### src/rtl/sigma_delta_decimator.sv
// Third-order CIC (sinc3) decimator: turns a 1-bit sigma-delta stream into
// signed 16-bit PCM, one sample per DECIM accepted bits, with output saturation.
module sigma_delta_decimator #(
    parameter int DECIM = 64
) (
    input  logic               i_clk,
    input  logic               i_res,
    input  logic               i_bit,
    input  logic               i_bit_valid,
    output logic signed [15:0] o_sample,
    output logic               o_valid,
    output logic               o_clip
);

    localparam int L     = $clog2(DECIM);
    localparam int W     = 3 * L + 2;
    localparam int SHIFT = 3 * L - 15;

    localparam logic signed [W-1:0] SAT_MAX = W'(32767);
    localparam logic signed [W-1:0] SAT_MIN = -W'(32768);

    logic signed [W-1:0] integ1_q, integ2_q, integ3_q;
    logic signed [W-1:0] integ1_d, integ2_d, integ3_d;
    logic signed [W-1:0] dly1_q, dly2_q, dly3_q;
    logic        [L-1:0] cnt_q;
    logic signed [15:0]  sample_q, sample_d;
    logic                clip_q, clip_d;
    logic                valid_q;

    logic signed [W-1:0] inVal;
    logic signed [W-1:0] comb1, comb2, combOut, scaled;
    logic                lastBit;

    // Direct cascade: each integrator sees the freshly updated value of the one before it.
    always_comb begin
        inVal    = i_bit ? W'(1) : {W{1'b1}};
        integ1_d = integ1_q + inVal;
        integ2_d = integ2_q + integ1_d;
        integ3_d = integ3_q + integ2_d;
        lastBit  = (cnt_q == L'(DECIM - 1));

        comb1    = integ3_d - dly1_q;
        comb2    = comb1 - dly2_q;
        combOut  = comb2 - dly3_q;
        scaled   = combOut >>> SHIFT;

        sample_d = scaled[15:0];
        clip_d   = 1'b0;
        if (scaled > SAT_MAX) begin
            sample_d = 16'sh7FFF;
            clip_d   = 1'b1;
        end else if (scaled < SAT_MIN) begin
            sample_d = -16'sh8000;
            clip_d   = 1'b1;
        end
    end

    always_ff @(posedge i_clk) begin
        if (!i_res) begin
            integ1_q <= '0;
            integ2_q <= '0;
            integ3_q <= '0;
            dly1_q   <= '0;
            dly2_q   <= '0;
            dly3_q   <= '0;
            cnt_q    <= '0;
            sample_q <= '0;
            clip_q   <= 1'b0;
            valid_q  <= 1'b0;
        end else begin
            valid_q <= i_bit_valid && lastBit;
            if (i_bit_valid) begin
                integ1_q <= integ1_d;
                integ2_q <= integ2_d;
                integ3_q <= integ3_d;
                cnt_q    <= cnt_q + L'(1);
                // Comb delays only advance at the decimated rate.
                if (lastBit) begin
                    dly1_q   <= integ3_d;
                    dly2_q   <= comb1;
                    dly3_q   <= comb2;
                    sample_q <= sample_d;
                    clip_q   <= clip_d;
                end
            end
        end
    end

    assign o_sample = sample_q;
    assign o_clip   = clip_q;
    assign o_valid  = valid_q;

endmodule

### config.mk
export PLATFORM = sky130hd
export DESIGN_NAME = sigma_delta_decimator
export DESIGN_NICKNAME = d
export VERILOG_FILES = /design/src/rtl/sigma_delta_decimator.sv
export SDC_FILE = /design/constraint.sdc
export NUM_CORES = 1
export LEC_CHECK = 0
export BUFFER_PORTS_ARGS = -buffer_cell sky130_fd_sc_hd__buf_2
export CAP_MARGIN = 20
export CELL_PAD_IN_SITES_DETAIL_PLACEMENT = 0
export CELL_PAD_IN_SITES_GLOBAL_PLACEMENT = 1
export CORE_MARGIN = 4
export CORE_UTILIZATION = 35
export DETAILED_ROUTE_END_ITERATION = 7
export PLACE_DENSITY = 0.62
export SYNTH_ARGS = -nofsm -noshare
export SYNTH_HDL_FRONTEND = slang
export SYNTH_SLANG_ARGS = --single-unit
### constraint.sdc
create_clock -name i_clk -period 13 [get_ports i_clk]
set_clock_uncertainty 0.15 [all_clocks]
set_input_delay 3.25 -clock i_clk [delete_from_list [all_inputs] [get_ports i_clk]]
set_output_delay 3.25 -clock i_clk [all_outputs]
set_load 0.05 [all_outputs]
==> impl_metrics.py, run 1 <==
metrics = {
    "synth": {
        "synth_warnings": 0,
        "synth_cell_types": 75,
        "async_flop_share_pct": 0,
        "synth_top_area_share_pct": 28.33,
        "syn_area_mm2": 0.01017,
        "yosysSeqAreaShare_pct": 28.33,
        "ys_seq_elements": 144,
        "yosys_most_used_dff": "dfxtp_1",
        "synthCells": 1272,
        "synth-edff-count": 0,
        "synth_fp_nets": 1395,
        "netlist_top_cells_area": "dfxtp_1 (28%), ha_1 (14%), xnor2_1 (6.7%), a21oi_1 (5.8%), nand2_1 (5.2%)",
        "synth_area_leader_cell": "dfxtp_1",
        "syn_area_per_cell_um2": 7.999,
    },
    "clock_network": {
        "root_buffer": "clkbuf_16",
        "tritoncts": "built",
        "cts_buffers": 17,
        "clk_latency_ns": 0.42,
        "cts_max_level": 4,
        "cts_sinks": 144,
        "clk_pin_slew_worst_paths_ns": 0.06,
        "max-clock-path-buffers": 2,
    },
    "sta": {
        "period_share_pct": 92.38,
        "setup_viol": 0,
        "period_needed_ns": 12.01,
        "worstMarginPinSlew_ns": 0.7646,
        "relSlewSlack_pct": 49.03,
        "rsz0062_at_grt": "false",
        "finalMaxSlewViolations": 0,
        "fin_ws_ns": 0.9900,
        "hold_slack_ns": 0.2944,
        "tns_ns": 0,
        "hold_viol": 0,
        "max_freq_mhz": 83.26,
    },
    "global_route": {
        "grt_pass1_vias": 7932,
        "grt_overflow": 0,
        "grt_max_degree": 69,
        "grt_pass1_wl_um": 37480,
        "grt_usage_pct": 14.22,
        "antenna_found_initial": 0,
    },
    "route": {
        "vias": 8190,
        "wl_per_cell_um": 12.86,
        "initialDrtViolationCount": 343,
        "wirelength_um": 21550,
        "drtPass1Iterations": 4,
        "via_per_inst": 4.890,
        "drc_errors": 0,
        "ant_nets": 0,
    },
    "worst_setup_path": {
        "critPathMostFrequentCell": "ha_1",
        "cp_slowest_stage_delay_ns": 0.41,
        "critPathMaxFanout": 8,
        "end_kind": "flop",
        "cp-startpoint": "i_bit",
        "cp.arrival_ns": 12.14,
        "reg2reg_from": "integ1_q[0]",
        "start_kind": "primary input",
        "crit_type": "primary input to flop",
        "slowest_stage": "a311oi_1",
        "crit_required_ns": 13.13,
    },
    "cells_and_area": {
        "n_antenna_cell": 0,
        "drive_above_1_share_pct": 6.971,
        "fin_nets": 1402,
        "fin_area_mm2": 0.01128,
        "fillers": 2975,
        "area_growth_pct": 10.86,
    },
    "floorplan": {
        "die_y_um": 178.5,
        "initial_utilization_pct": 35.45,
        "core_mm2": 0.02870,
        "io_pins": 22,
        "die_w_um": 178.5,
        "rows": 62,
        "dieArea_mm2": 0.03186,
    },
    "status": {
        "outcome": "completed",
    },
    "placed_design": {
        "postPlaceCellArea_mm2": 0.01066,
        "place.gp.congestion": 0.7701,
        "post-dp-hpwl_um": 15550,
        "preCtsSetupSlack_ns": 0.3111,
        "port_buffers": 21,
    },
    "min_path": {
        "hold_class": "flop to flop",
        "hp-start": "o_sample[10]",
    },
    "run": {
        "maxCapViolations": 0,
    },
}
## cells in the mapped netlist (all sizes together) (3+ instances only)
cell    count
nor2      140
nand3b      3
fa          5
ha        114
xor2       24
a31oi       9
or2         7
and3        6
nand2     141
xnor2      80
a22o        6
nand4       8
dfxtp     144
o21ai      68
o211ai      6
nor2b      19
a311oi      5
nand2b      9
o21bai     15
nand3      22
a211oi     20
o221ai      3
a21o       20
mux2i      49
a21boi      8
a41o        3
or3         7
nor3       13
clkbuf     37
nor4        3
inv       100
nand4b      3
o21a       13
buf         6
a21oi     120
and2        5
## final timing paths
check	endpoint	slack [ns]	cells after the start
max	o_sample[0]	0.99	46
min	o_sample[10]	0.29	2
min reg2reg	o_sample[10]	0.29	2
max reg2reg	o_sample[0]	3.79	43
## area by class of cell
cell class	count	area (um^2)	share of cell area (%)
clock buffer	17	425.4	3.771
timing repair buffer	31	182.7	1.620
multi-input combinational	984	6761	59.94
clock inverter	14	165.2	1.464
sequential	144	2883	25.56
inverter	101	381.6	3.383
tap	384	480.5	4.260
## metal layers
layer | track usage [%] | part of all wire, %
met5 | 0 | 0
met2 | 23.90 | 46
met1 | 18.74 | 51
met4 | 3.902 | 1.5
met3 | 2.607 | 2.2
## layout by cell type (no fill, tap or decap), types with 16 or more instances in the layout
master     count
inv_1         99
clkbuf_16     17
buf_2         20
nand3_1       21
a21oi_1      117
nor2b_1       19
nand2_1      140
xnor2_1       77
nor2_1       140
ha_1         114
dfxtp_1      144
o21ai_0       51
xor2_1        23
a21o_1        20
o21ai_1       16
a211oi_1      19
mux2i_1       49
## flip-flops by register name, indices dropped and copies added (netlist names)
signal	count
cnt_q	6
o_sample	16
dly3_q	20
integ2_q	20
dly2_q	20
integ1_q	20
dly1_q	20
o_valid	1
o_clip	1
integ3_q	20
## metrics by stage
step / utilization (%) / cells
finish: 39.30 / 1675
global route: 39.30 / 1675
CTS: 39.19 / 1672
detailed placement: 37.14 / 1641
global placement: 37.14 / 1641
floorplan: - / 1272
## cell families (layout without fill, tap and decap cells)
kind of cell	after synthesis	in the layout	share of synthesized area, %
AND/OR/NAND/NOR	390	390	16.85
buffers and inverters	144	163	5.349
AO/OA/AOI/OAI	319	319	19.91
flip-flops	144	144	28.33
multiplexers	49	49	4.820
adder cells (fa/ha/maj)	121	121	15.22
XOR/XNOR	105	105	9.518
## worst max-delay path, delay by kind of cell
kind / cells / cell delay, ns
simple gates: 8 / 0.99
xor+xnor: 6 / 1.00
fa+ha+maj: 6 / 1.97
buf+inv: 5 / 0.68
compound gates: 21 / 4.24
## timing repair
action | 4_1_cts | 5_1_grt
buffers inserted | 0 | 3
hold buffers | 0 | 0
gates resized for setup | 0 | 1
setup endpoints to repair | 0 | 16
Power of run 1 is not shown: default switching activity piles up to over one toggle a cycle in this logic, so the estimate is an artifact.
==> run 2: changes to the inputs <==
clock period = 15.2 ns   (was 13 ns; I/O delays follow)
==> run 2 against run 1 <==
Net effect:
- routed wire length grew 0.26%
- cell area fell by 0.14%
- register-to-register slack better by 2.1 ns
- flip-flop and latch count unchanged
- global-route usage rose by 0.15 points
- clock-buffer cell count up 2
- first-iteration DRC count fell by 29%
- cell count shrank 0.12%
- via count fell by 0.74%
- critical path depth is the same
==> impl_metrics.py, run 2 (synthesis results as in run 1) <==
metrics = {
    "worst_setup_path": {
        "start_kind": "primary input",
        "crit_type": "primary input to flop",
        "critPathMostFrequentCell": "ha_1",
        "reg2reg_from": "integ1_q[0]",
        "rrSetupSlack_ns": 5.87,
        "cp.arrival_ns": 12.90,
        "ff2ff_path_depth": 42,
        "crit_required_ns": 15.38,
        "cp_slowest_stage_delay_ns": 0.45,
        "end_kind": "flop",
        "critPathMaxFanout": 19,
        "regToRegEndpoint": "o_sample[11]",
        "slowest_stage": "a311oi_1",
    },
    "global_route": {
        "grt_max_degree": 69,
        "use_met1_pct": 18.31,
        "grt_pass1_wl_um": 37830,
        "grt_util_met2_pct": 25.05,
        "antenna_found_initial": 0,
        "grt_overflow": 0,
        "busiest_layer": "met2",
        "grt_pass1_vias": 7958,
        "grt_usage_pct": 14.37,
        "met3_usage_pct": 2.374,
    },
    "route": {
        "wirelength_um": 21600,
        "vias": 8129,
        "wl_per_cell_um": 12.91,
        "via_per_inst": 4.859,
        "drc_errors": 0,
        "drtPass1Iterations": 5,
        "initialDrtViolationCount": 242,
        "ant_nets": 0,
    },
    "cells_and_area": {
        "drive_above_1_share_pct": 6.749,
        "n_antenna_cell": 0,
        "mostFrequentLayoutCells": "dfxtp_1 (144), nor2_1 (140), nand2_1 (140)",
        "fin_nets": 1399,
        "area_growth_pct": 10.70,
        "multi_input_area_mm2": 0.006754,
        "fillers": 3053,
        "final_common_cell": "dfxtp_1",
        "fin_util_pct": 39.24,
        "seqCellArea_mm2": 0.002883,
    },
    "sta": {
        "tns_ns": 0,
        "hold_viol": 0,
        "period_share_pct": 83.68,
        "relSlewSlack_pct": 43.94,
        "worstMarginPinSlew_ns": 0.8409,
        "max_freq_mhz": 78.62,
        "period_needed_ns": 12.72,
        "setup_viol": 0,
        "finalMaxSlewViolations": 0,
        "rsz0062_at_grt": "false",
    },
    "clock_network": {
        "clk_latency_ns": 0.43,
        "cts_sinks": 144,
        "cts_setup_buffers": 0,
        "root_buffer": "clkbuf_16",
        "cts_resized": 0,
        "cts_max_level": 4,
        "tritoncts": "built",
        "cts_hold_buffers": 0,
        "clk_pin_slew_worst_paths_ns": 0.07,
        "max-clock-path-buffers": 2,
        "cts_buffers": 17,
    },
    "run": {
        "maxCapViolations": 0,
    },
    "floorplan": {
        "die_y_um": 178.5,
        "rows": 62,
        "io_pins": 22,
        "initial_utilization_pct": 35.45,
        "die_w_um": 178.5,
        "core_mm2": 0.02870,
        "dieArea_mm2": 0.03186,
    },
    "min_path": {
        "hold_class": "flop to flop",
        "min_to": "o_sample[4]",
        "hp-start": "o_sample[4]",
        "holdPathStages": 2,
    },
    "placed_design": {
        "port_buffers": 21,
        "place.gp.congestion": 0.7752,
        "post-dp-hpwl_um": 15750,
    },
    "status": {
        "outcome": "completed",
    },
}
-- run 2: cell types whose count changed in the layout (fill, tap and decap cells not counted), sizes merged --
cell      before  now
buf           31   28
bufinv         3    2
clkbuf        17   19
clkinv         5    4
clkinvlp       5    4
inv          102  104
-- run 2: routing by layer --
| layer | vias to the layer above | part of all wire, % |
|---|---|---|
| met5 | - | 0 |
| met3 | 23 | 2.1 |
| met2 | 68 | 47 |
| li1 | 4407 | - |
| met4 | 0 | 1.4 |
| met1 | 3631 | 50 |
-- run 2: worst max-delay path, delay by kind of cell --
kind | cells | cell delay [ns]
AOI/OAI and AO/OA | 19 | 4.00
xor gates and xnor gates | 6 | 1.32
adders and majority gates | 6 | 1.95
buffers and inverters | 5 | 0.51
and+or+nand+nor | 10 | 1.29
-- run 2: how the worst max path moves through the flow --
stage | slack (ns) | cells past startpoint | end | startpoint
CTS | 2.37 | 46 | o_sample[11] | i_bit
floorplan | 3.14 | 46 | o_sample[8] | i_bit
global placement | 1.97 | 46 | o_sample[11] | i_bit
global route | 1.44 | 46 | o_sample[11] | i_bit
detailed placement | 1.93 | 46 | o_sample[11] | i_bit
finish | 2.48 | 46 | o_sample[11] | i_bit
-- run 2: area by class of cell --
class / instances / area share, %
tap: 384 / 4.266
clock buffer: 19 / 4.021
clock inverter: 13 / 1.344
sequential: 144 / 25.59
timing repair buffer: 28 / 1.422
inverter: 101 / 3.388
multi-input combinational: 984 / 59.96
-- run 2: through the flow --
stage          instances  worst slack [ns]  hold WS, ns  instance area [um^2]
2_1_floorplan       1272             3.138       0.2863                 10170
3_3_place_gp        1641             1.967       0.2874                 10660
3_5_place_dp        1641             1.927       0.2895                 10660
4_1_cts             1673             2.367       0.2985                 11260
5_1_grt             1673             1.443       0.3118                 11260
6_report            1673             2.481       0.2929                 11260
Power of run 2 is left out for the same reason.
==> run 3: changes to the inputs <==
clock period = 13.11 ns   (was 15.2 ns; I/O delays follow)
==> run 3 against run 2 <==
Net effect:
- die area is the same
- first-iteration DRC count increased by 44%
- cell count grew 0.12%
- cell area rose by 0.57%
==> impl_metrics.py, run 3 (synthesis results as in run 1) <==
metrics = {
    "status": {
        "outcome": "completed",
    },
    "worst_setup_path": {
        "start_kind": "primary input",
        "cp_slowest_stage_delay_ns": 0.43,
        "cp_top_family": "compound AO/OA/AOI/OAI gates",
        "cp.arrival_ns": 12.28,
        "slowest_stage": "a311oi_1",
        "end_kind": "flop",
        "crit_buf_inv": 7,
        "critPathMaxFanout": 16,
        "crit_required_ns": 13.28,
        "crit_type": "primary input to flop",
        "critPathMostFrequentCell": "ha_1",
    },
    "route": {
        "wl_per_cell_um": 12.95,
        "ant_nets": 0,
        "initialDrtViolationCount": 348,
        "drtPass1Iterations": 6,
        "vias": 8115,
        "wirelength_um": 21700,
        "drc_errors": 0,
        "via_per_inst": 4.845,
    },
    "global_route": {
        "grt_usage_pct": 14.34,
        "grt_max_degree": 70,
        "antenna_found_initial": 0,
        "grt_pass1_wl_um": 37830,
        "grt_pass1_vias": 7958,
        "grt_overflow": 0,
    },
    "sta": {
        "rsz0062_at_grt": "false",
        "tns_ns": 0,
        "period_share_pct": 92.37,
        "max_freq_mhz": 82.58,
        "period_needed_ns": 12.11,
        "setup_viol": 0,
        "hold_viol": 0,
        "relSlewSlack_pct": 46.46,
        "finalMaxSlewViolations": 0,
        "worstMarginPinSlew_ns": 0.8031,
    },
    "floorplan": {
        "initial_utilization_pct": 35.45,
        "io_pins": 22,
        "dieArea_mm2": 0.03186,
        "core_mm2": 0.02870,
        "rows": 62,
        "die_y_um": 178.5,
        "die_w_um": 178.5,
    },
    "min_path": {
        "hold_class": "flop to flop",
    },
    "clock_network": {
        "tritoncts": "built",
        "root_buffer": "clkbuf_16",
        "clk_pin_slew_worst_paths_ns": 0.06,
        "max-clock-path-buffers": 2,
        "cts_max_level": 4,
        "cts_buffers": 17,
        "clk_latency_ns": 0.43,
        "cts_sinks": 144,
    },
    "cells_and_area": {
        "mostFrequentLayoutCells": "dfxtp_1 (144), nor2_1 (140), nand2_1 (140)",
        "area_growth_pct": 11.33,
        "drive_above_1_share_pct": 6.894,
        "final_common_cell": "dfxtp_1",
        "fin_nets": 1402,
        "n_antenna_cell": 0,
    },
    "placed_design": {
        "place.gp.congestion": 0.7827,
        "post-dp-hpwl_um": 15630,
        "port_buffers": 21,
    },
    "run": {
        "maxCapViolations": 0,
    },
}
[run 3: worst paths after layout]
path / from / end / slack [ns] / cells after the start
max: i_bit / o_sample[13] / 1.00 / 46
min: o_sample[7] / o_sample[7] / 0.29 / 2
max reg2reg: integ1_q[0] / o_sample[13] / 3.74 / 44
min reg2reg: o_sample[7] / o_sample[7] / 0.29 / 2
[run 3: stage by stage]
stage | instances | hold slack (ns) | util [%] | setup WS [ns] | area, um^2
6_report | 1675 | 0.2916 | 39.46 | 1.000 | 11330
4_1_cts | 1672 | 0.2976 | 39.32 | 0.8188 | 11280
3_5_place_dp | 1641 | 0.2894 | 37.14 | 0.4067 | 10660
3_3_place_gp | 1641 | 0.2831 | 37.14 | 0.3975 | 10660
5_1_grt | 1675 | 0.3082 | 39.46 | 0.07480 | 11330
2_1_floorplan | 1272 | 0.2863 | - | 1.571 | 10170
[run 3: final cells by class]
class / instances / area (um^2)
multi-input cells: 984 / 6761
clock inverters: 12 / 182.7
well taps: 384 / 480.5
inverters: 101 / 381.6
fillers: 2997 / 17380
flip-flops and latches: 144 / 2883
clock buffers: 19 / 442.9
repair buffers: 31 / 195.2
[run 3: tightest hold or removal path: stages (launching register included)]
cell and delay (ns):
dfxtp_1 0.30, nand2_1 0.05, o21ai_1 0.05
[run 3: per-layer routing]
layer | vias up | track usage (%) | wire (um)
met1 | 3634 | 18.88 | 11100
met2 | 52 | 24.58 | 9979
li1 | 4417 | - | -
met5 | - | 0 | 0
met4 | 0 | 3.230 | 174
met3 | 12 | 2.437 | 446
[run 3: repair_timing]
item / CTS / global route
buffers inserted: 0 / 3
setup endpoints to repair: 0 / 10
hold buffers: 0 / 0
gates resized for setup: 0 / 1
Power of run 3 is left out for the same reason.
